File: src/rtl/tc_input_arbiter.sv
// tc_input_arbiter: shares the TinyComp input port between NREQ producers.
// A one-word holding register feeds the core and is refilled by a
// round-robin arbiter, so a word seen with InRdy high stays put until the
// core consumes it. One word per Ph0 cycle sustained.
// Optional build macro: TC_INPUT_ARB_TAG_EN -- replaces bits [31:24] of the
// held word with the granted requester index.
module tc_input_arbiter #(
    parameter int NREQ = 4,
    parameter int SRCW = 2
) (
    input  logic                 Ph0,
    input  logic                 Reset,
    input  logic [NREQ-1:0]      ReqValid,
    input  logic [32*NREQ-1:0]   ReqData,
    output logic [NREQ-1:0]      ReqReady,
    input  logic                 InStrobe,
    output logic [31:0]          InData,
    output logic                 InRdy,
    output logic [SRCW-1:0]      InSrc,
    output logic                 Underflow
);

    if (SRCW != $clog2(NREQ)) begin : g_srcw_check
        $error("SRCW must equal clog2(NREQ)");
    end

    logic            hold_valid;
    logic [31:0]     hold_data;
    logic [SRCW-1:0] hold_src;
    logic [SRCW-1:0] last;
    logic            underflow_q;

    logic            consume;
    logic            open;
    logic            grant_found;
    logic [SRCW-1:0] grant_idx;
    logic [31:0]     grant_word;
    logic [31:0]     load_word;

    assign consume = InStrobe & hold_valid;
    assign open    = ~hold_valid | consume;

    // Round-robin scan starting just after the last granted requester.
    always_comb begin
        logic [SRCW-1:0] cand;
        grant_found = 1'b0;
        grant_idx   = '0;
        cand        = '0;
        for (int k = 1; k <= NREQ; k++) begin
            cand = SRCW'((int'(last) + k) % NREQ);
            if (!grant_found && ReqValid[cand]) begin
                grant_found = 1'b1;
                grant_idx   = cand;
            end
        end
    end

    assign grant_word = ReqData[32*grant_idx +: 32];

`ifdef TC_INPUT_ARB_TAG_EN
    // Top byte carries the source index so software can demultiplex.
    assign load_word = {8'(grant_idx), grant_word[23:0]};
`else
    assign load_word = grant_word;
`endif

    // Handshake back to the winning producer; never completes during Reset.
    always_comb begin
        ReqReady = '0;
        if (!Reset && open && grant_found) begin
            ReqReady[grant_idx] = 1'b1;
        end
    end

    // Holding register, round-robin pointer and sticky underflow flag.
    always_ff @(posedge Ph0) begin
        if (Reset) begin
            hold_valid  <= 1'b0;
            hold_data   <= '0;
            hold_src    <= '0;
            last        <= SRCW'(NREQ - 1);
            underflow_q <= 1'b0;
        end else begin
            if (open && grant_found) begin
                hold_valid <= 1'b1;
                hold_data  <= load_word;
                hold_src   <= grant_idx;
                last       <= grant_idx;
            end else if (consume) begin
                hold_valid <= 1'b0;
            end
            if (InStrobe && !hold_valid) begin
                underflow_q <= 1'b1;
            end
        end
    end

    assign InRdy     = hold_valid;
    assign InData    = hold_valid ? hold_data : 32'h0;
    assign InSrc     = hold_src;
    assign Underflow = underflow_q;

endmodule
File: config.mk
export PLATFORM = sky130hd
export DESIGN_NAME = tc_input_arbiter
export DESIGN_NICKNAME = d
export VERILOG_FILES = /design/src/rtl/tc_input_arbiter.sv
export SDC_FILE = /design/constraint.sdc
export NUM_CORES = 1
export LEC_CHECK = 0
export CAP_MARGIN = 40
export CELL_PAD_IN_SITES_DETAIL_PLACEMENT = 0
export CELL_PAD_IN_SITES_GLOBAL_PLACEMENT = 1
export CORE_MARGIN = 1
export CORE_UTILIZATION = 40
export CTS_BUF_LIST = sky130_fd_sc_hd__clkbuf_16
export CTS_CLUSTER_DIAMETER = 30
export DETAILED_ROUTE_END_ITERATION = 8
export DONT_BUFFER_PORTS = 1
export PLACE_DENSITY = 0.82
export SYNTH_ARGS = -nofsm -noshare
export SYNTH_HDL_FRONTEND = slang
export SYNTH_SLANG_ARGS = --single-unit
File: constraint.sdc
create_clock -name Ph0 -period 1.9 [get_ports Ph0]
set_input_delay 0.38 -clock Ph0 [delete_from_list [all_inputs] [get_ports Ph0]]
set_output_delay 0.38 -clock Ph0 [all_outputs]
set_load 0.1 [all_outputs]
==> impl_metrics.tcl, run 1 <==
set metrics [dict create \
    slew_headroom 0.7402 \
    vias_per_cell 5.910 \
    initial_core_util 0.4165 \
    synthesis.instances 340 \
    clk_path_buf_depth 2 \
    drcViolationCount 0 \
    ios 175 \
    grt_usage 0.2422 \
    cts.sinks 38 \
    yosys.cell_types.count 33 \
    finalSetupViolCount 0 \
    finalInstanceArea_um2 4203 \
    met1_length_um 3708 \
    drt-total-wl_um 9538 \
    place_congestion 0.7963 \
    drv_cap 0 \
    vdd_ir_drop_max_mv 0.3722 \
    ctsHoldBuffers 0 \
    synth_top_family_by_area "compound AO/OA/AOI/OAI gates" \
    overflow 0 \
    syn_area_um2 2845 \
    worst_slack_ps 11.62 \
    synth-compound-area-share 0.3223 \
    clock_latency_ps 270 \
    synth-xor-area-share 0 \
    reg2regPathDepth 7 \
    final_nets 526 \
    areaGrowthSynthToFinish_pct 47.71 \
    worst_setup_path_start_kind "flop" \
    dp_hpwl_um 6809 \
    switching_share 0.3996 \
    port_buffers 0 \
    intPower_w 0.002042 \
    synth_seq_cells 38 \
    diodes 0 \
    critPathArrivalTime_ps 1510 \
    critPathMaxFanout 5 \
    max_freq_mhz 529.6 \
    numCtsBuffers 5 \
    grt_pass1_vias 2787 \
    criticalPathCategory "flop to primary output" \
    p_sw_w 0.001359 \
    met2_length_um 5134 \
    met3_length_um 625 \
    drive_gt1_frac 0.4107 \
    worstSetupEndpointType "primary output" \
    hold_depth 1 \
    grt_max_degree 35 \
    first_iter_violations 136 \
    fin_crit_sh 0.9939 \
    report.final.hold_viol_count 0 \
    top_layer_used "met4" \
    tns_ps 0 \
    grt_pass1_wl_um 13800 \
    die_h_um 86.34 \
    synthMuxAreaShare 0.1126 \
    core_um2 6832 \
    num_rows 30 \
    ys_seq_area_frac 0.2674 \
    path_clk_slew_ps 60 \
    synth_fp_nets 475 \
    wl_per_cell_um 19.55 \
    antenna_found_initial 0 \
    outcome "complete, no violations" \
    tritoncts "built" \
    leakagePower_nw 1.801 \
    rsz0062_at_grt "yes" \
    place_area_um2 3870 \
    avgSynthCellArea_um2 8.368 \
    die_w_um 86.34 \
    worstMarginPinSlew_ps 389.7 \
    cp_data_required_time_ps 1520 \
    min_path_type "primary input to flop" \
    clock_skew_ps 3.640 \
    seqPwrFrac 0.283 \
    synth_adder_area_share 0 \
    fillers 592 \
    power_density_nw_per_um2 809.1 \
    via_count 2884 \
    die-area_um2 7455 \
    finalPower_w 0.003401 \
    fin_crit_ps 1888 \
    pwr-share-clk 0.229 \
    cts_max_level 2 \
    post-place-ws_ps 93.76 \
    slew_viol_final 0 \
    ys.warnings.count 0 \
    antenna_left 0 \
    dr.pass1.iters 4 \
    synth_simple_gate_area_share 0.2361 \
    cts-root-buf "clkbuf_16" \
    p_comb_frac 0.488 \
]
cells by family after synthesis:
kind of cell / after synthesis
buffers and inverters: 36
AO/OA/AOI/OAI: 110
AND/OR/NAND/NOR: 124
multiplexers: 32
flip-flops: 38
Yosys cell counts:
master,n,share of area
a21o_1,33,0.087
a21oi_1,4,0.0070
a21oi_2,1,0.0031
and2_1,32,0.070
buf_1,1,0.0013
buf_2,8,0.014
buf_4,1,0.0026
buf_6,2,0.0079
buf_8,1,0.0053
clkbuf_1,22,0.029
dfxtp_1,38,0.27
inv_1,1,0.0013
mux2i_1,32,0.11
nand2_1,36,0.047
nand2b_1,4,0.0088
nand3_1,1,0.0018
nand4_1,32,0.070
nor2_1,12,0.016
nor2b_1,2,0.0044
nor2b_4,1,0.0048
nor3_1,1,0.0018
nor3_2,1,0.0035
nor3b_1,1,0.0026
nor4_2,1,0.0044
o211ai_1,12,0.032
o211ai_2,20,0.088
o21a_1,1,0.0026
o21a_4,1,0.0053
o21ai_1,3,0.0053
o21ai_2,1,0.0031
o21bai_1,1,0.0026
o22ai_1,1,0.0022
o31ai_1,32,0.084
routing by layer:
metal	vias up	GRT usage
met4	0	0.07121
met3	6	0.05238
met1	1384	0.2706
met2	115	0.4574
li1	1379	-
met5	-	0
layout by cell type (no fill, tap or decap), types with 12 or more instances in the layout:
cell | synthesis | final
a21o_1 | 33 | 33
and2_2 | 0 | 30
buf_12 | 0 | 37
buf_4 | 1 | 41
dfxtp_1 | 38 | 35
mux2i_1 | 32 | 32
nand2_1 | 36 | 35
nand4_1 | 32 | 32
o211ai_1 | 12 | 12
o211ai_2 | 20 | 20
o31ai_1 | 32 | 32
worst paths after layout:
path / from / slack, ps / to
max reg2reg: last[0] / 180 / hold_data[18]
min reg2reg: hold_data[24] / 460 / hold_data[24]
max: last[1] / 10 / ReqReady[1]
min: Reset / 170 / InSrc[1]
final cells by class:
cell class              count  area (um^2)  share of cell area
multi-input cells         266         2088              0.4969
repair buffers             79         1081              0.2572
flip-flops and latches     38        772.0              0.1837
clock buffers               5        125.1             0.02977
well taps                  96        120.1             0.02858
clock inverters             3        12.51            0.002977
inverters                   1        3.754           0.0008931
critical path, cell delays in order, from the launching register on:
cell,delay (ps)
dfxtp_4,390
o21ai_1,90
nor2_2,250
o21ai_4,160
nor2_4,160
buf_12,180
power groups by stage:
stage                     sequential [W]  clock, W  combinational, W
final                           0.000961  0.000779           0.00166
after global routing            0.000978  0.000837           0.00174
after CTS                       0.000962  0.000803           0.00161
after detailed placement        0.000979         0           0.00156
after global placement          0.000972         0           0.00153
after floorplan                  0.00102         0           0.00108
sequential cells by signal, summed over array words and instances (netlist names):
| name | flops |
|---|---|
| InRdy | 1 |
| InSrc | 2 |
| Underflow | 1 |
| hold_data | 32 |
| last | 2 |
repair_timing:
item / 4_1_cts / 5_1_grt
endpoints found under the setup margin: 4 / 4
gates cloned: 1 / 0
setup buffers: 4 / 12
gates resized for setup: 3 / 7
pin swaps: 4 / 5
per-stage QoR:
step | util | hold slack [ps] | instances
global placement | 0.5665 | 437.0 | 463
CTS | 0.5973 | 161.5 | 476
finish | 0.6152 | 170.2 | 488
detailed placement | 0.5665 | 442.4 | 463
global route | 0.6152 | 162.3 | 488
floorplan | - | 426.0 | 340
Power figures use the tool's default switching activity.
==> run 2: changes to the inputs <==
Settings changed: GPL_TIMING_DRIVEN set to 0.
==> run 2 against run 1 <==
Net effect: the flow now finishes with violations (negative setup slack); non-clock buffer count fell by 33; critical path depth unchanged; first-iteration DRC count is 10% lower; combinational power is 17% lower; worst hold slack better by 78 ps; die area did not move; clock power increased by 2.7%; wire length is 2.1% lower; via count shrank 6.2%; global-route usage is 0.31 points higher; sequential power rose by 2.6%.
==> impl_metrics.tcl, run 2 (same netlist as run 1, synthesis figures left out) <==
set metrics [dict create \
    diodes 0 \
    top_layer_used "met4" \
    die-area_um2 7455 \
    p_comb_frac 0.434 \
    met1_length_um 3919 \
    clock_latency_ps 280 \
    die_h_um 86.34 \
    final_nets 493 \
    overflow 0 \
    drt-total-wl_um 9334 \
    cts.sinks 38 \
    worstMarginPinSlew_ps 621.6 \
    first_iter_violations 122 \
    place_congestion 0.8202 \
    regArea_um2 767.0 \
    timing.hold.ws_ps 248.2 \
    report.final.hold_viol_count 0 \
    post-place-ws_ps -395.5 \
    vdd_ir_drop_max_mv 0.3890 \
    layout_common_cells "dfxtp_1 (35), nand2_1 (35)" \
    areaGrowthSynthToFinish_pct 22.69 \
    slew_viol_final 0 \
    outcome "complete, but fails checks" \
    drcViolationCount 0 \
    fin_crit_ps 2333 \
    core_um2 6832 \
    critPathMaxFanout 8 \
    path_clk_slew_ps 60 \
    critPathArrivalTime_ps 1950 \
    pwr-share-clk 0.254 \
    dp_hpwl_um 6992 \
    switching_share 0.4239 \
    clock_skew_ps 8.810 \
    p_sw_w 0.001338 \
    largest_reg_flops 32 \
    seqPwrFrac 0.312 \
    port_buffers 0 \
    place_inst 441 \
    fin_crit_sh 1.228 \
    antenna_found_initial 0 \
    regMostFlops "hold_data" \
    power_density_nw_per_um2 904.5 \
    tritoncts "built" \
    rsz0062_at_grt "yes" \
    dr.pass1.iters 4 \
    cp_data_required_time_ps 1520 \
    clk_path_buf_depth 2 \
    grt_usage 0.2453 \
    cts-root-buf "clkbuf_16" \
    met3_length_um 645 \
    ios 175 \
    ctsHoldBuffers 0 \
    fillers 680 \
    utilization 0.5110 \
    grt_pass1_wl_um 13900 \
    slew_headroom 0.5846 \
    max_freq_mhz 428.6 \
    grt_pass1_vias 2699 \
    met2_length_um 4665 \
    via_count 2706 \
    leakagePower_nw 1.490 \
    wl_per_cell_um 20.51 \
    drv_cap 0 \
    multi_input_area_um2 2103 \
    finalSetupViolCount 34 \
    worst_setup_path_start_kind "flop" \
    min_path_type "primary input to flop" \
    drive_gt1_frac 0.3120 \
    criticalPathCategory "flop to primary output" \
    intPower_w 0.001819 \
    fin_cells 455 \
    violations "negative setup slack" \
    cts_max_level 2 \
    grt_max_degree 16 \
    die_w_um 86.34 \
    initial_core_util 0.4165 \
    worstSetupEndpointType "primary output" \
    num_rows 30 \
    antenna_left 0 \
    numCtsBuffers 5 \
    worst_slack_ps -432.9 \
    vias_per_cell 5.947 \
]
-- run 2: cell count changes in the layout (fill, tap and decap cells not counted), moves of 4 or more --
cell / change
and2_2: -30
and2_4: +30
buf_12: -36
buf_2: +5
buf_4: -32
buf_8: +8
clkbuf_1: +13
clkbuf_4: +4
-- run 2: power groups by stage --
stage,Combinational [W],Sequential [W],Clock (W)
global placement,0.00121,0.00103,0
detailed placement,0.00129,0.000996,0
floorplan,0.00108,0.00102,0
CTS,0.00137,0.000987,0.000815
finish,0.00137,0.000986,0.000800
global route,0.00144,0.00100,0.000847
-- run 2: layout make-up --
type,instances,area share
multi-input combinational,266,0.6025
buffer,33,0.06416
tap,96,0.03441
clock inverter,3,0.003584
clock buffer,5,0.03584
sequential,38,0.2197
timing repair buffer,13,0.03871
inverter,1,0.001075
-- run 2: final timing paths --
path	slack, ps	cells after the start	from	endpoint
max	-430	5	InRdy	ReqReady[0]
min reg2reg	460	2	hold_data[24]	hold_data[24]
min	250	2	InStrobe	Underflow
max reg2reg	60	7	InRdy	hold_data[20]
-- run 2: metal layers --
metal | track usage | up-vias
met2 | 0.4394 | 120
met5 | 0 | -
met3 | 0.05905 | 10
met1 | 0.2937 | 1260
met4 | 0.06212 | 0
li1 | - | 1316
-- run 2: stage by stage --
step                      TNS [ps]  power [W]  instance area [um^2]
after floorplan             -196.6   0.002095                  2998
after global placement       -4199   0.002240                  3118
after detailed placement     -4709   0.002289                  3193
after CTS                    -5173   0.003168                  3470
after global routing         -4304   0.003291                  3491
final                        -2798   0.003157                  3491
-- run 2: worst max-delay path, cell delays in order, from the launching register on --
cell and delay (ps):
dfxtp_4 470, nand2b_4 120, nor3b_4 290, o21ai_4 120
buf_8 150, nor2_4 500
-- run 2: repair_timing --
item | in CTS | in global routing
pin swaps | 20 | 11
buffers inserted | 7 | 1
gates resized for setup | 47 | 10
endpoints found under the setup margin | 51 | 64
==> patch, RTL diff (config.mk and constraints of run 2) <==
Add a define of `TC_INPUT_ARB_TAG_EN`.
--- a/src/rtl/tc_input_arbiter.sv
+++ b/src/rtl/tc_input_arbiter.sv
@@ -6,2 +6,4 @@
 // held word with the granted requester index.
+`define TC_INPUT_ARB_TAG_EN
+
 module tc_input_arbiter #(
Formal check against the unedited RTL: not equivalent (a bounded check fails within 4 cycles, from zero or initial values and one cycle with Reset high).
==> patch against run 2 <==
  * Wire length decreased by 24%
  * The flow still finishes with violations (negative setup slack)
  * Power decreased by 17%
  * Sequential power decreased by 23%
  * First-iteration DRC count decreased by 37%
  * Largest power group unchanged
  * Clock skew decreased by 0.0058 ns
  * Cell count decreased by 19%
  * Synthesized cell count decreased by 23%
  * Worst setup slack improved by 0.37 ns
  * Count of clock-buffer cells in the layout unchanged
  * Sequential cell count decreased by 8
  * Area after synthesis decreased by 24%
  * Critical path type unchanged
  * Cell area decreased by 14%
==> patch: results (changes against run 2) <==
* Nets at 434 (-12%)
* Failing checks: negative setup slack
* Met3 track demand over resource at 4.89% (-1.0 points)
* Status: finished with violations
* Synth Area in Compound Gates at 44.1% (+12 points)
* Synth Area in Adders at 0% (unchanged)
* Critical path arrival at 1.58 ns (-0.37 ns)
* Mux cell area share after synthesis at 0.462% (-11 points)
* RD Place Congestion at 0.785 (-4.3%)
* Most used DFF post-synth: dfxtp_1
* Worst r2r path cells at 7 (unchanged)
* Post-Route WL at 7110 µm (-24%)
* Final Setup Violations at 4 (-88%)
* CP max FO at 6 (-2)
* Placed cells at 343 (-22%)
* Tot GR Track Use at 24.2% (-0.30 points)
* Largest register FFs at 24 (-25%)
* Commonest cells in the netlist: dfxtp_1, nand2_1, o21bai_1
* Worst hold path stage count at 2 (unchanged)
* Layout cells sized above 1 at 42.0% (+11 points)
* Share of the yosys chip area belonging to registers at 27.7% (+0.99 points)
* VDD IR-drop max at 465 µV (+19%)
* DR vias at 2197 (-19%)
* Vias in the first global route at 1983 (-27%)
* Clk_skew at 0.00306 ns (-0.00575 ns)
* Top post-synthesis cells by area: dfxtp_1, a221oi_2, o21bai_1
* Met2 demand-to-capacity share in global routing at 42.4% (-1.6 points)
* Worst slack, placed at -0.459 ns (-0.0633 ns)
* Worst min-delay path class: in2reg
* Lkg Pwr at 0.00117 µW (-21%)
* Post-synthesis cell type count at 34 (+3.0%)
* First-pass GRT wire length at 10000 µm (-28%)
* Vias/cell at 5.94 (-0.16%)
* Avg Inst Size Synth at 8.24 µm² (-1.6%)
* N_diodes at 0 (unchanged)
* Slack of the critical path at -0.0598 ns (+0.373 ns)
* Area of the multi-input gates at 0.00159 mm² (-24%)
* Cell area after placement at 0.00255 mm² (-20%)
* CTS Buf Count at 5 (unchanged)
* Initial DRT Pass Iterations at 4 (unchanged)
* Slew @ Worst Pin at 0.731 ns (+0.109 ns)
* GR Util met1 at 29.3% (-0.10 points)
* Final HPWL DP at 4930 µm (-29%)
* Setup TNS Final at -0.116 ns (+2.68 ns)
* Drt first-iter violations at 77 (-37%)
* Fill count at 474 (-30%)
-- patch: cell count changes after synthesis, moves of 26 or more --
cell      delta
a21o_1      -33
o31ai_1     -32
o21ai_0     +26
o21bai_1    +26
mux2i_1     -31
nand4_1     -32
-- patch: path summary, 6_finish.rpt --
| check | start | end | slack (ns) |
|---|---|---|---|
| max reg2reg | last[0] | hold_data[6] | 0.10 |
| min reg2reg | InSrc[1] | InSrc[1] | 0.47 |
| min | ReqData[32] | hold_data[0] | 0.25 |
| max | last[1] | ReqReady[1] | -0.06 |
-- patch: metal layers --
metal	vias to the layer above	share of wire (%)	wire [µm]
met4	0	1.7	122
met1	1049	41	2940
met5	-	0	0
met2	96	50	3550
met3	12	6.9	493
li1	1040	-	-
-- patch: report_power, final --
part	internal [µW]	switching, µW	leakage [µW]
logic	381	754	0.000850
clock network	472	260	0.0000724
registers	705	56.2	0.000250
total	1560	1070	0.00117
-- patch: cells by family after synthesis --
logic type | after synthesis
AO/OA/AOI/OAI | 118
multiplexers | 1
buffers and inverters | 37
other | 1
AND/OR/NAND/NOR | 76
flip-flops | 30
-- patch: area by class of cell --
type | instances | share of cell area (%)
Buffer | 31 | 9.50
Clock buffer | 5 | 4.18
Clock inverter | 3 | 0.418
Inverter | 2 | 0.335
Multi-Input combinational cell | 201 | 53.3
Sequential cell | 30 | 20.4
Tap cell | 70 | 2.93
Timing Repair Buffer | 28 | 8.95
-- patch: timing repair --
action | CTS | global route
pin swaps | 12 | 6
endpoints found under the setup margin | 56 | 17
setup buffers | 20 | 3
resized for setup | 60 | 5
-- patch: worst max-delay path: stages, from the launching register on --
cell       delay [ns]
dfxtp_4          0.37
buf_8            0.13
a2bb2oi_4        0.06
o32ai_4          0.25
nor3b_4          0.29
buf_12           0.21
